$ cat config.mk
export PLATFORM = sky130hd
export DESIGN_NAME = apb_manager_flat
export DESIGN_NICKNAME = d
export VERILOG_FILES = /design/src/rtl/apb_pkg.sv /design/src/rtl/apb_manager_if.sv /design/src/rtl/apb_timeout_ctr.sv /design/src/rtl/apb_manager.sv /design/src/flat_wrapper.sv
export SDC_FILE = /design/constraint.sdc
export NUM_CORES = 1
export LEC_CHECK = 0
export ABC_CLOCK_PERIOD_IN_PS = 2110
export BUFFER_PORTS_ARGS = -buffer_cell sky130_fd_sc_hd__buf_2
export CAP_MARGIN = 5
export CORE_MARGIN = 2
export CORE_UTILIZATION = 45
export CTS_CLUSTER_DIAMETER = 150
export CTS_CLUSTER_SIZE = 24
export DETAILED_ROUTE_END_ITERATION = 8
export PLACE_DENSITY = 0.79
export SYNTH_ARGS = -nofsm -noshare
export SYNTH_HDL_FRONTEND = slang
export SYNTH_SLANG_ARGS = --single-unit
$ cat constraint.sdc
create_clock -name PCLK -period 2.11 [get_ports PCLK]
set_input_delay 0.3165 -clock PCLK [delete_from_list [all_inputs] [get_ports PCLK]]
set_output_delay 0.3165 -clock PCLK [all_outputs]
set_load 0.01 [all_outputs]
$ cat src/rtl/apb_pkg.sv
// Shared state encoding and default sizing for the APB manager block.
package apb_pkg;

  localparam int unsigned APB_ADDR_WIDTH_DEFAULT     = 10;
  localparam int unsigned APB_DATA_WIDTH_DEFAULT     = 8;
  localparam int unsigned APB_TIMEOUT_CYCLES_DEFAULT = 16;

  typedef enum logic [1:0] {
    IDLE   = 2'd0,
    SETUP  = 2'd1,
    ACCESS = 2'd2
  } apb_state_e;

endpackage

$ cat src/rtl/apb_manager_if.sv
// Command/response handshake plus APB bus signals of one APB manager.
// master = the manager itself, slave = the side feeding commands and acting as subordinate.
interface apb_manager_if
  import apb_pkg::*;
#(
  parameter int unsigned ADDR_WIDTH = APB_ADDR_WIDTH_DEFAULT,
  parameter int unsigned DATA_WIDTH = APB_DATA_WIDTH_DEFAULT
);

  logic                  cmd_valid;
  logic                  cmd_ready;
  logic                  cmd_write;
  logic [ADDR_WIDTH-1:0] cmd_addr;
  logic [DATA_WIDTH-1:0] cmd_wdata;

  logic                  rsp_valid;
  logic [DATA_WIDTH-1:0] rsp_rdata;
  logic                  rsp_err;

  logic                  PSELx;
  logic                  PENABLE;
  logic                  PWRITE;
  logic [ADDR_WIDTH-1:0] PADDR;
  logic [DATA_WIDTH-1:0] PWDATA;
  logic [DATA_WIDTH-1:0] PRDATA;
  logic                  PREADY;
  logic                  PSLVERR;

  modport master (
    input  cmd_valid, cmd_write, cmd_addr, cmd_wdata,
    input  PRDATA, PREADY, PSLVERR,
    output cmd_ready, rsp_valid, rsp_rdata, rsp_err,
    output PSELx, PENABLE, PWRITE, PADDR, PWDATA
  );

  modport slave (
    output cmd_valid, cmd_write, cmd_addr, cmd_wdata,
    output PRDATA, PREADY, PSLVERR,
    input  cmd_ready, rsp_valid, rsp_rdata, rsp_err,
    input  PSELx, PENABLE, PWRITE, PADDR, PWDATA
  );

endinterface

$ cat src/rtl/apb_timeout_ctr.sv
// Counts ACCESS wait cycles; expired fires on the wait cycle that reaches LIMIT.
module apb_timeout_ctr #(
  parameter int unsigned LIMIT = 16
) (
  input  logic clk,
  input  logic srst,
  input  logic clear,
  input  logic count_en,
  output logic expired
);

  localparam int unsigned CNT_W = $clog2(LIMIT + 1);

  logic [CNT_W-1:0] count_reg;

  // count_reg holds the waits already seen, so the LIMIT-th wait is the expiring one
  assign expired = count_en && (count_reg == CNT_W'(LIMIT - 1));

  always_ff @(posedge clk) begin
    if (srst || clear) begin
      count_reg <= '0;
    end else if (count_en && !expired) begin
      count_reg <= count_reg + 1'b1;
    end
  end

endmodule

$ cat src/rtl/apb_manager.sv
// APB manager: turns valid/ready commands into APB SETUP/ACCESS transfers with a one-cycle response.
// Optional ACCESS-phase timeout is built only when APB_MGR_TIMEOUT_EN is defined.
module apb_manager
  import apb_pkg::*;
#(
  parameter int unsigned ADDR_WIDTH     = APB_ADDR_WIDTH_DEFAULT,
  parameter int unsigned DATA_WIDTH     = APB_DATA_WIDTH_DEFAULT,
  parameter int unsigned TIMEOUT_CYCLES = APB_TIMEOUT_CYCLES_DEFAULT
) (
  input  logic             PCLK,
  input  logic             PRESET,
  apb_manager_if.master    bus
);

  apb_state_e            state_reg;
  apb_state_e            state_next;
  logic                  psel;
  logic                  penable;
  logic                  cmd_ready;
  logic                  handshake;
  logic                  complete;
  logic                  timeout_hit;

  logic                  pwrite_reg;
  logic [ADDR_WIDTH-1:0] paddr_reg;
  logic [DATA_WIDTH-1:0] pwdata_reg;
  logic                  rsp_valid_reg;
  logic [DATA_WIDTH-1:0] rsp_rdata_reg;
  logic                  rsp_err_reg;

  // A new command may be taken in IDLE or on the cycle the current ACCESS completes
  assign cmd_ready = !PRESET &&
                     ((state_reg == IDLE) || ((state_reg == ACCESS) && bus.PREADY));
  assign handshake = bus.cmd_valid && cmd_ready;
  assign complete  = (state_reg == ACCESS) && bus.PREADY;

`ifdef APB_MGR_TIMEOUT_EN
  apb_timeout_ctr #(
    .LIMIT(TIMEOUT_CYCLES)
  ) u_timeout (
    .clk     (PCLK),
    .srst    (PRESET),
    .clear   (state_reg == SETUP),
    .count_en((state_reg == ACCESS) && !bus.PREADY),
    .expired (timeout_hit)
  );
`else
  // Parameter stays in the list so both builds share one instantiation template
  if (TIMEOUT_CYCLES == 0) begin : g_timeout_param_unused
  end
  assign timeout_hit = 1'b0;
`endif

  always_ff @(posedge PCLK) begin
    if (PRESET) begin
      state_reg <= IDLE;
    end else begin
      state_reg <= state_next;
    end
  end

  always_comb begin
    state_next = state_reg;
    psel       = 1'b0;
    penable    = 1'b0;
    unique case (state_reg)
      IDLE: begin
        if (handshake) state_next = SETUP;
      end
      SETUP: begin
        psel       = 1'b1;
        state_next = ACCESS;
      end
      ACCESS: begin
        psel    = 1'b1;
        penable = 1'b1;
        if (bus.PREADY) begin
          state_next = handshake ? SETUP : IDLE;
        end else if (timeout_hit) begin
          state_next = IDLE;
        end
      end
      default: state_next = IDLE;
    endcase
  end

  always_ff @(posedge PCLK) begin
    if (PRESET) begin
      pwrite_reg    <= 1'b0;
      paddr_reg     <= '0;
      pwdata_reg    <= '0;
      rsp_valid_reg <= 1'b0;
      rsp_rdata_reg <= '0;
      rsp_err_reg   <= 1'b0;
    end else begin
      if (handshake) begin
        pwrite_reg <= bus.cmd_write;
        paddr_reg  <= bus.cmd_addr;
        pwdata_reg <= bus.cmd_wdata;
      end
      rsp_valid_reg <= complete || timeout_hit;
      if (complete) begin
        rsp_rdata_reg <= pwrite_reg ? '0 : bus.PRDATA;
        rsp_err_reg   <= bus.PSLVERR;
      end else if (timeout_hit) begin
        rsp_rdata_reg <= '0;
        rsp_err_reg   <= 1'b1;
      end
    end
  end

  assign bus.cmd_ready = cmd_ready;
  assign bus.rsp_valid = rsp_valid_reg;
  assign bus.rsp_rdata = rsp_rdata_reg;
  assign bus.rsp_err   = rsp_err_reg;
  assign bus.PSELx     = psel;
  assign bus.PENABLE   = penable;
  assign bus.PWRITE    = pwrite_reg;
  assign bus.PADDR     = paddr_reg;
  assign bus.PWDATA    = pwdata_reg;

endmodule

$ cat src/flat_wrapper.sv
// flat-port wrapper written by rule: the top's interface ports become plain ports
module apb_manager_flat import apb_pkg::*;
#(
  parameter int unsigned ADDR_WIDTH     = APB_ADDR_WIDTH_DEFAULT,
  parameter int unsigned DATA_WIDTH     = APB_DATA_WIDTH_DEFAULT,
  parameter int unsigned TIMEOUT_CYCLES = APB_TIMEOUT_CYCLES_DEFAULT
)
  (PCLK, PRESET, bus_cmd_valid, bus_cmd_write, bus_cmd_addr, bus_cmd_wdata, bus_PRDATA, bus_PREADY, bus_PSLVERR, bus_cmd_ready, bus_rsp_valid, bus_rsp_rdata, bus_rsp_err, bus_PSELx, bus_PENABLE, bus_PWRITE, bus_PADDR, bus_PWDATA);
  apb_manager_if #(.ADDR_WIDTH(ADDR_WIDTH), .DATA_WIDTH(DATA_WIDTH)) bus_i ();
  input  logic PCLK;
  input  logic PRESET;
  input wire logic [$bits(bus_i.cmd_valid)-1:0] bus_cmd_valid;
  input wire logic [$bits(bus_i.cmd_write)-1:0] bus_cmd_write;
  input wire logic [$bits(bus_i.cmd_addr)-1:0] bus_cmd_addr;
  input wire logic [$bits(bus_i.cmd_wdata)-1:0] bus_cmd_wdata;
  input wire logic [$bits(bus_i.PRDATA)-1:0] bus_PRDATA;
  input wire logic [$bits(bus_i.PREADY)-1:0] bus_PREADY;
  input wire logic [$bits(bus_i.PSLVERR)-1:0] bus_PSLVERR;
  output wire logic [$bits(bus_i.cmd_ready)-1:0] bus_cmd_ready;
  output wire logic [$bits(bus_i.rsp_valid)-1:0] bus_rsp_valid;
  output wire logic [$bits(bus_i.rsp_rdata)-1:0] bus_rsp_rdata;
  output wire logic [$bits(bus_i.rsp_err)-1:0] bus_rsp_err;
  output wire logic [$bits(bus_i.PSELx)-1:0] bus_PSELx;
  output wire logic [$bits(bus_i.PENABLE)-1:0] bus_PENABLE;
  output wire logic [$bits(bus_i.PWRITE)-1:0] bus_PWRITE;
  output wire logic [$bits(bus_i.PADDR)-1:0] bus_PADDR;
  output wire logic [$bits(bus_i.PWDATA)-1:0] bus_PWDATA;
  assign bus_i.cmd_valid = bus_cmd_valid;
  assign bus_i.cmd_write = bus_cmd_write;
  assign bus_i.cmd_addr = bus_cmd_addr;
  assign bus_i.cmd_wdata = bus_cmd_wdata;
  assign bus_i.PRDATA = bus_PRDATA;
  assign bus_i.PREADY = bus_PREADY;
  assign bus_i.PSLVERR = bus_PSLVERR;
  assign bus_cmd_ready = bus_i.cmd_ready;
  assign bus_rsp_valid = bus_i.rsp_valid;
  assign bus_rsp_rdata = bus_i.rsp_rdata;
  assign bus_rsp_err = bus_i.rsp_err;
  assign bus_PSELx = bus_i.PSELx;
  assign bus_PENABLE = bus_i.PENABLE;
  assign bus_PWRITE = bus_i.PWRITE;
  assign bus_PADDR = bus_i.PADDR;
  assign bus_PWDATA = bus_i.PWDATA;
  apb_manager #(.ADDR_WIDTH(ADDR_WIDTH), .DATA_WIDTH(DATA_WIDTH), .TIMEOUT_CYCLES(TIMEOUT_CYCLES)) u_core (.PCLK(PCLK), .PRESET(PRESET), .bus(bus_i));
endmodule
==> out/metrics.cfg, run 1 <==
[worst_setup_path]
critPathBufInv=2
slowest_delay_ns=0.40
cp_top_family=flip-flops
cp-start-kind=flip-flop
worstRegToRegCells=6
r2r_slack_ns=0.49
rr_endpoint=u_core.bus.PWDATA[6]
crit_chain=inv_1 > ha_1 > a21oi_2 > nor2_1 > buf_2
cp_slowest_cell=dfxtp_1
crit_fanout=4
cp_data_arrival_time_ns=1.47
crit_required_ns=1.79
r2r_start=u_core.state_reg[1]
worstSetupPathType=reg2out
end_kind=primary output

[sta]
rsz0062_at_grt=false
maxSlewViolCount=0
fin_tns_setup_ns=0
period_minus_slack_ns=1.79
finalCritPeriodShare=0.848
setup_viol_count_final=0
relSlewSlack=0.585
worst_slack_ns=0.322
fmaxAchievable_ghz=0.559
tightest_slew_ns=0.622
hold_violations=0
fin_skew_ns=0.00552

[power]
power.ir.vdd_worst_mv=0.468
p_sw_frac=0.286
combPwrFrac=0.272
clkPwrFrac=0.218
p_switching_mw=0.386
seqPwrFrac=0.509
p_int_mw=0.961
p_leak_nw=0.829
powerDensity_nw_per_um2=781

[placed_design]
place_ws_ns=0.503
postPlaceCellArea_um2=1680
dp_hpwl_mm=2.10
io_buffer_count=63
gp_congestion=0.770

[clock_network]
cts_tree=done
post_cts_resized=0
clock_latency_ns=0.32
clock-root-buffer=clkbuf_4
hold_buffers=0
cts_setup_buffers=0
clkSinkCount=31
clk_pin_slew_ns=0.09
cts_max_level=2
numCtsBuffers=5
clockBufferDepth=2

[floorplan]
die-height_um=59.0
ioPinCount=64
dieArea_um2=3480
die_w_um=59.0
num_rows=19
initial_core_util=0.485
core_um2=2810

[synthesis]
yosys_warnings=0
ys_async_sr_fraction=0
synth_edf_count=0
synth_cell_types=22
synth_top_area_frac=0.456
ys_ff_latch=31
ys_seq_area_frac=0.456
synth.largest_area_cell=dfxtp_1
synthTopCellsByArea=dfxtp_1 46%, mux2_4 11%, nor2b_1 8.7%, mux2_2 7.5%, nand4b_1 5.2%
synthCells=124
syn_area_um2=1360
synth_area_per_cell_um2=11.0
synth_common_cells=31 x dfxtp_1, 19 x nor2b_1, 11 x a21oi_1, 11 x nand2_1, 10 x mux2_4
synth_top_flop_cell=dfxtp_1
yosysMostFrequentCell=dfxtp_1
postSynthNetCount=160

[global_routing]
gr-usage-all-layers=0.183
grt_overflow=0
antenna_found_initial=0
grt_max_degree=36
grt_pass1_vias=1101
grt_pass1_wl_mm=4.74

[cells_and_area]
diodes=0
stdcell_area_um2=1730
largest_reg_flops=10
area_delta_synth_final_pct=26.9
nets=226
drive_above_1_share=0.487

[detailed_routing]
drt-pass1-iter-count=6
vias=1115
ant_nets=0
wire_per_inst_um=12.9
drt_iter0_markers=35
drc_errors=5
wl_mm=2.83
via_per_inst=5.07

[hold_path]
whs_endpoint=u_core.bus.PADDR[7]
whs_path_depth=2
hold_class=in2reg
hp-start=bus_cmd_addr[7]

[run]
drv_cap=0

[status]
status=finished, violations left
violations=DRC

[per-stage QoR]
| stage | power [mW] | std cells | util | hold slack, ns |
|---|---|---|---|---|
| after floorplan | 0.943 | 124 | - | 0.459 |
| after global placement | 1.06 | 214 | 0.600 | 0.438 |
| after detailed placement | 1.07 | 214 | 0.600 | 0.445 |
| after CTS | 1.37 | 220 | 0.615 | 0.201 |
| after global routing | 1.44 | 220 | 0.615 | 0.193 |
| final | 1.35 | 220 | 0.615 | 0.215 |
[logic make-up (layout without fill, tap and decap cells)]
family	Yosys count	in the layout	synth area share
buffers and inverters	9	74	0.0488
DFF	31	31	0.456
adders and majority gates	4	4	0.0368
muxes	19	19	0.185
AOI/OAI and AO/OA	14	14	0.0589
and+or+nand+nor	47	47	0.214
[power groups by stage]
stage	logic (mW)	registers, mW	clock network [mW]
floorplan	0.221	0.722	0
global placement	0.359	0.696	0
detailed placement	0.370	0.699	0
CTS	0.373	0.686	0.309
global route	0.405	0.695	0.335
finish	0.367	0.686	0.294
[metal layers]
| metal | global-route usage | vias up | wire (um) |
|---|---|---|---|
| li1 | - | 554 | - |
| met1 | 0.202 | 507 | 1110 |
| met2 | 0.313 | 50 | 1380 |
| met3 | 0.0808 | 4 | 308 |
| met4 | 0.0584 | 0 | 27 |
| met5 | 0 | - | 0 |
[final cells by class]
cell class | count | area [um^2]
Timing Repair Buffer | 66 | 338
Clock buffer | 6 | 41.3
Multi-Input combinational cell | 84 | 679
Sequential cell | 31 | 621
Tap cell | 31 | 38.8
Inverter | 2 | 7.51
Fill cell | 238 | 1080
[cell usage in the layout, fill, tap and decap left out]
cell type / n
a21o_1: 1
a21oi_1: 11
a21oi_2: 1
a311oi_1: 1
buf_2: 63
buf_4: 3
clkbuf_1: 1
clkbuf_4: 5
dfxtp_1: 31
ha_1: 4
inv_1: 2
mux2_2: 9
mux2_4: 10
nand2_1: 11
nand2b_1: 2
nand3_1: 2
nand3b_1: 1
nand4b_1: 8
nand4bb_1: 1
nor2_1: 2
nor2b_1: 19
nor3b_4: 1
[worst max-delay path by stage]
stage / endpoint / startpoint / cells after the start
global route: bus_cmd_ready / u_core.state_reg[0] / 5
finish: bus_cmd_ready / u_core.state_reg[0] / 5
detailed placement: u_core.bus.PADDR[9] / PRESET / 4
floorplan: u_core.bus.PADDR[0] / u_core.state_reg[0] / 7
CTS: bus_cmd_ready / u_core.state_reg[0] / 5
global placement: u_core.bus.PWDATA[7] / PRESET / 4
Note: power is estimated with default switching activity, not from simulation.
==> run 2, diff against run 1 <==
- ABC_CLOCK_PERIOD_IN_PS: 2110 -> 1550
- CORE_UTILIZATION: 45 -> 41
- PLACE_DENSITY: 0.79 -> 0.76
- clock period: 2.11 -> 1.55 ns (I/O delays scaled with it)
==> run 2 against run 1 <==
Against the previous run: the flow now finishes without violations; sequential share of layout area is 2.5 points lower; wire length up 6.4%; sequential power grew 37%; global-route usage decreased by 1.7 points; via count is 3.5% higher; power rose by 62%; combinational power rose by 60%.
==> out/metrics.cfg, run 2 (synthesis results as in run 1) <==
[cells_and_area]
layout_commonest_cell=buf_2
nets=231  ; +2.2%
diodes=0  ; unchanged
largest_reg_flops=10  ; unchanged
final_cell_mix=63 x buf_2, 29 x dfxtp_1, 19 x nor2b_1
nFillCells=301  ; +26%
area_delta_synth_final_pct=37.5
seq_area_um2=626  ; +0.81%
multi_input_area_um2=712  ; +4.8%
drive_above_1_share=0.541  ; +0.0540

[global_routing]
grt_pass1_vias=1089  ; -1.1%
grt_max_degree=35  ; -2.8%
grt_overflow=0  ; unchanged
grt_pass1_wl_mm=4.55  ; -4.1%
antenna_found_initial=0  ; unchanged
gr-usage-all-layers=0.166  ; -0.0168

[worst_setup_path]
worstSetupPathType=reg2out
cp_data_arrival_time_ns=1.27  ; -0.20 ns
cp-start-kind=flip-flop
crit_fanout=3  ; -1
cp-startpoint=u_core.state_reg[1]
r2r_start=u_core.state_reg[0]
crit_required_ns=1.32  ; -0.47 ns
end_kind=primary output
worstRegToRegCells=6  ; unchanged

[clock_network]
clock-root-buffer=clkbuf_4
cts_tree=done
clk_pin_slew_ns=0.09  ; about the same
cts_max_level=2  ; unchanged
clkSinkCount=31  ; unchanged
clock_latency_ns=0.33  ; about the same
numCtsBuffers=5  ; unchanged
clockBufferDepth=2  ; unchanged

[status]
status=finished, final reports clean

[sta]
whs_ns=0.122  ; -0.0932 ns
worst_slack_ns=0.0488  ; -0.273 ns
relSlewSlack=0.782  ; +0.197
period_minus_slack_ns=1.50
setup_viol_count_final=0  ; unchanged
tightest_slew_ns=0.327  ; -0.295 ns
hold_violations=0  ; unchanged
finalCritPeriodShare=0.969
maxSlewViolCount=0  ; unchanged
fmaxAchievable_ghz=0.666
fin_skew_ns=0.00450  ; -0.00103 ns
rsz0062_at_grt=true

[detailed_routing]
wire_per_inst_um=12.6  ; -2.5%
vias=1154  ; +3.5%
drc_errors=0  ; -5
ant_nets=0  ; unchanged
drt-pass1-iter-count=4  ; -2
via_per_inst=4.81  ; -5.1%
wl_mm=3.01  ; +6.4%
drt_iter0_markers=36  ; +2.9%

[placed_design]
gp_congestion=0.709  ; -7.8%
io_buffer_count=63  ; unchanged
place_ws_ns=-0.0606  ; -0.563 ns
dp_hpwl_mm=2.22  ; +5.8%

[hold_path]
whs_path_depth=2  ; unchanged
hp-start=bus_cmd_addr[5]
hold_class=in2reg

[floorplan]
core_um2=3100  ; +11%
ioPinCount=64  ; unchanged
die_w_um=61.6  ; +4.4%
initial_core_util=0.438  ; -0.0465
num_rows=20  ; +1
die-height_um=61.6  ; +4.4%
dieArea_um2=3790  ; +9.1%

[power]
powerDensity_nw_per_um2=1170  ; +49%
power.ir.vdd_worst_mv=0.627  ; +34%
p_leak_nw=0.882  ; +6.4%

[run]
drv_cap=0  ; unchanged

run 2: cell types whose count changed in the layout (fill, tap and decap cells not counted), sizes merged:
cell | before | now
buf | 66 | 71
bufinv | 0 | 1
clkinv | 0 | 1
run 2: worst max-delay path, stage by stage (launching register included):
cell and delay, ns:
dfxtp_4 0.39, inv_4 0.04, ha_4 0.16, a21oi_4 0.15, nor2_1 0.06, buf_2 0.15
run 2: metrics by stage:
step / util / area, um^2 / instances / power, mW / setup TNS (ns)
6_report: 0.603 / 1870 / 240 / 2.18 / 0
5_1_grt: 0.603 / 1870 / 240 / 2.30 / -0.0214
4_1_cts: 0.598 / 1850 / 239 / 2.19 / 0
3_5_place_dp: 0.563 / 1750 / 231 / 1.49 / -0.544
3_3_place_gp: 0.563 / 1750 / 231 / 1.47 / 0
2_1_floorplan: - / 1380 / 124 / 1.30 / 0
run 2: final cells by class:
type | count | share of cell area
Multi-Input combinational cell | 84 | 0.381
Tap cell | 44 | 0.0294
Clock buffer | 6 | 0.0274
Timing Repair Buffer | 71 | 0.203
Inverter | 2 | 0.00669
Sequential cell | 31 | 0.334
Clock inverter | 2 | 0.0187
run 2: final timing paths:
check / to / slack (ns)
max: bus_cmd_ready / 0.05
min: u_core.bus.PADDR[5] / 0.12
max reg2reg: u_core.bus.PWRITE / 0.08
min reg2reg: u_core.bus.rsp_rdata[1] / 0.46
run 2: power breakdown:
group	internal [mW]	switching, mW
logic	0.319	0.269
clock network	0.381	0.272
registers	0.888	0.0541
total	1.59	0.594
run 2: per-layer routing:
metal	share of wire	wire, um	track usage	up-vias
li1	-	-	-	567
met4	0.0056	17	0.0365	0
met2	0.48	1460	0.296	54
met3	0.091	275	0.0777	2
met5	0	0	0	-
met1	0.42	1260	0.178	531
run 2: what timing repair did:
action / 4_1_cts / 5_1_grt
hold buffers: 0 / 0
gates cloned: 0 / 0
endpoints found under the setup margin: 14 / 11
gates resized for setup: 6 / 4
setup buffers: 0 / 1
==> run 3, diff against run 2 <==
- SETUP_SLACK_MARGIN: not set -> 0.3
==> run 3 against run 2 <==
Against the previous run: sequential power up 0.4%; critical path depth up 2; worst setup slack worse by 0.015 ns; cell count up 2.1%; non-clock buffer count increased by 6; via count up 3.6%; fmax decreased by 0.98%; register-to-register slack got worse by 0.05 ns; sequential share of layout area is 2.8 points lower; core utilization up 5.6 points.
==> out/metrics.cfg, run 3 (synthesis results as in run 1) <==
[power]
power.ir.vdd_worst_mv=0.738  ; +18%
p_int_mw=1.53  ; -3.4%
p_switching_mw=0.629  ; +5.9%
seqPwrFrac=0.437  ; +0.005
clkPwrFrac=0.215  ; -0.084
combPwrFrac=0.348  ; +0.079
powerDensity_nw_per_um2=1060  ; -9.3%
p_sw_frac=0.291  ; +0.0186
p_leak_nw=0.951  ; +7.8%

[hold_path]
whs_path_depth=2  ; unchanged
hold_class=in2reg
hp-start=bus_cmd_addr[5]
whs_endpoint=u_core.bus.PADDR[5]

[global_routing]
met2_usage=0.298  ; +0.00150
busiest_layer=met2
gr-usage-all-layers=0.175  ; +0.00864
antenna_found_initial=0  ; unchanged
grt_max_degree=35  ; unchanged
grt_pass1_wl_mm=4.84  ; +6.5%
grt_overflow=0  ; unchanged
use_met3=0.0714  ; -0.00630
grt_use_met1=0.203  ; +0.0245
grt_pass1_vias=1137  ; +4.4%

[clock_network]
clk_pin_slew_ns=0.09  ; about the same
clock_latency_ns=0.33  ; about the same
clkSinkCount=31  ; unchanged
clock-root-buffer=clkbuf_4
cts_max_level=2  ; unchanged
clockBufferDepth=2  ; unchanged
cts_tree=done
numCtsBuffers=5  ; unchanged

[detailed_routing]
wl_mm=3.50  ; +16%
vias=1196  ; +3.6%
drt-pass1-iter-count=4  ; unchanged
drt_iter0_markers=42  ; +17%
drc_errors=0  ; unchanged
ant_nets=0  ; unchanged
via_per_inst=4.88  ; +1.5%
wire_per_inst_um=14.3  ; +14%

[sta]
period_minus_slack_ns=1.52  ; +0.0149 ns
fin_skew_ns=0.00978  ; +0.00528 ns
tightest_slew_ns=0.341  ; +0.0141 ns
fmaxAchievable_ghz=0.660  ; -0.98%
relSlewSlack=0.773  ; -0.00938
fin_tns_setup_ns=0  ; unchanged
hold_violations=0  ; unchanged
setup_viol_count_final=0  ; unchanged
rsz0062_at_grt=true
whs_ns=0.125  ; +0.00305 ns
finalCritPeriodShare=0.978  ; +0.00960
maxSlewViolCount=0  ; unchanged

[floorplan]
die-height_um=61.6  ; unchanged
dieArea_um2=3790  ; unchanged
num_rows=20  ; unchanged
ioPinCount=64  ; unchanged
core_um2=3100  ; unchanged
initial_core_util=0.438  ; unchanged
die_w_um=61.6  ; unchanged

[worst_setup_path]
cp_data_arrival_time_ns=1.73  ; +0.46 ns
crit_fanout=9  ; +6
cp-startpoint=u_core.state_reg[1]
rr_endpoint=u_core.bus.PADDR[7]
worstSetupPathType=reg2reg
crit_required_ns=1.77  ; +0.45 ns
worstRegToRegCells=7  ; +1
r2r_slack_ns=0.03  ; -0.05 ns
end_kind=flip-flop
r2r_start=u_core.state_reg[1]
cp-start-kind=flip-flop

[placed_design]
io_buffer_count=63  ; unchanged
dp_hpwl_mm=2.20  ; -0.86%
gp_congestion=0.754  ; +6.2%
dp.cells=229  ; -0.87%
postPlaceCellArea_um2=1740  ; -0.14%

[cells_and_area]
diodes=0  ; unchanged
drive_above_1_share=0.592  ; +0.0512
largest_reg_flops=10  ; unchanged
area_delta_synth_final_pct=50.4
layout_commonest_cell=buf_2
nets=237  ; +2.6%
final_cell_count_no_fill=245  ; +2.1%
stdcell_area_um2=2050  ; +9.4%
final_cell_mix=61 x buf_2, 28 x dfxtp_1, 19 x nor2b_1, 19 x mux2_4, 10 x a21oi_1

[run]
drv_cap=0  ; unchanged

[status]
status=finished, final reports clean

## run 3: changes by cell type in the layout (fill, tap and decap cells not counted), moves of 2 or more
| cell | change |
|---|---|
| buf_8 | +2 |
| mux2_4 | +9 |
| nand2_1 | -4 |
| mux2_2 | -9 |
| buf_6 | +4 |
| nand2_2 | +3 |
| buf_2 | -2 |
## run 3: cell type report
cell class              count  area [um^2]
well taps                  44         55.1
flip-flops and latches     31          627
multi-input cells          84          786
fillers                   290         1060
inverters                   2         12.5
clock buffers               6         51.3
repair buffers             77          509
clock inverters             1         5.00
## run 3: metal layers
metal	wire (um)	part of all wire	vias to the layer above
met2	1740	0.50	56
met3	279	0.080	7
li1	-	-	582
met4	70	0.020	0
met5	0	0	-
met1	1410	0.40	551
## run 3: through the flow
stage / util / total power [mW] / setup WS [ns]
floorplan: - / 1.30 / 0.0421
global placement: 0.562 / 1.46 / 0.0375
detailed placement: 0.562 / 1.49 / -0.0268
CTS: 0.610 / 2.06 / 0.0160
global route: 0.659 / 2.27 / -0.0131
finish: 0.659 / 2.16 / 0.0339
## run 3: power by group through the flow
stage / logic, mW / registers, mW / clock network (mW)
3_3_place_gp: 0.517 / 0.947 / 0
6_report: 0.752 / 0.946 / 0.465
5_1_grt: 0.807 / 0.958 / 0.510
3_5_place_dp: 0.538 / 0.952 / 0
2_1_floorplan: 0.312 / 0.986 / 0
4_1_cts: 0.631 / 0.944 / 0.485
## run 3: timing repair
action | 4_1_cts | 5_1_grt
setup endpoints to repair | 34 | 24
gates cloned | 1 | 1
gates resized for setup | 13 | 23
hold buffers | 0 | 0
buffers inserted | 2 | 5
pin swaps | 1 | 9
## run 3: how the worst max path moves through the flow
stage                                      end  slack [ns]  cells after the start
final                      u_core.bus.PADDR[7]        0.03                      7
after global routing             bus_cmd_ready       -0.01                      5
after CTS                 u_core.bus.PWDATA[1]        0.02                      7
after detailed placement  u_core.bus.PWDATA[1]       -0.03                      6
after global placement     u_core.bus.PADDR[9]        0.04                      6
after floorplan            u_core.bus.PADDR[0]        0.04                      7
## run 3: worst max-delay path: stages, from the launching register on
cell     delay (ns)
dfxtp_4        0.38
inv_4          0.06
ha_4           0.14
a21oi_4        0.04
nor3b_4        0.17
buf_6          0.16
buf_16         0.14
mux2_4         0.31
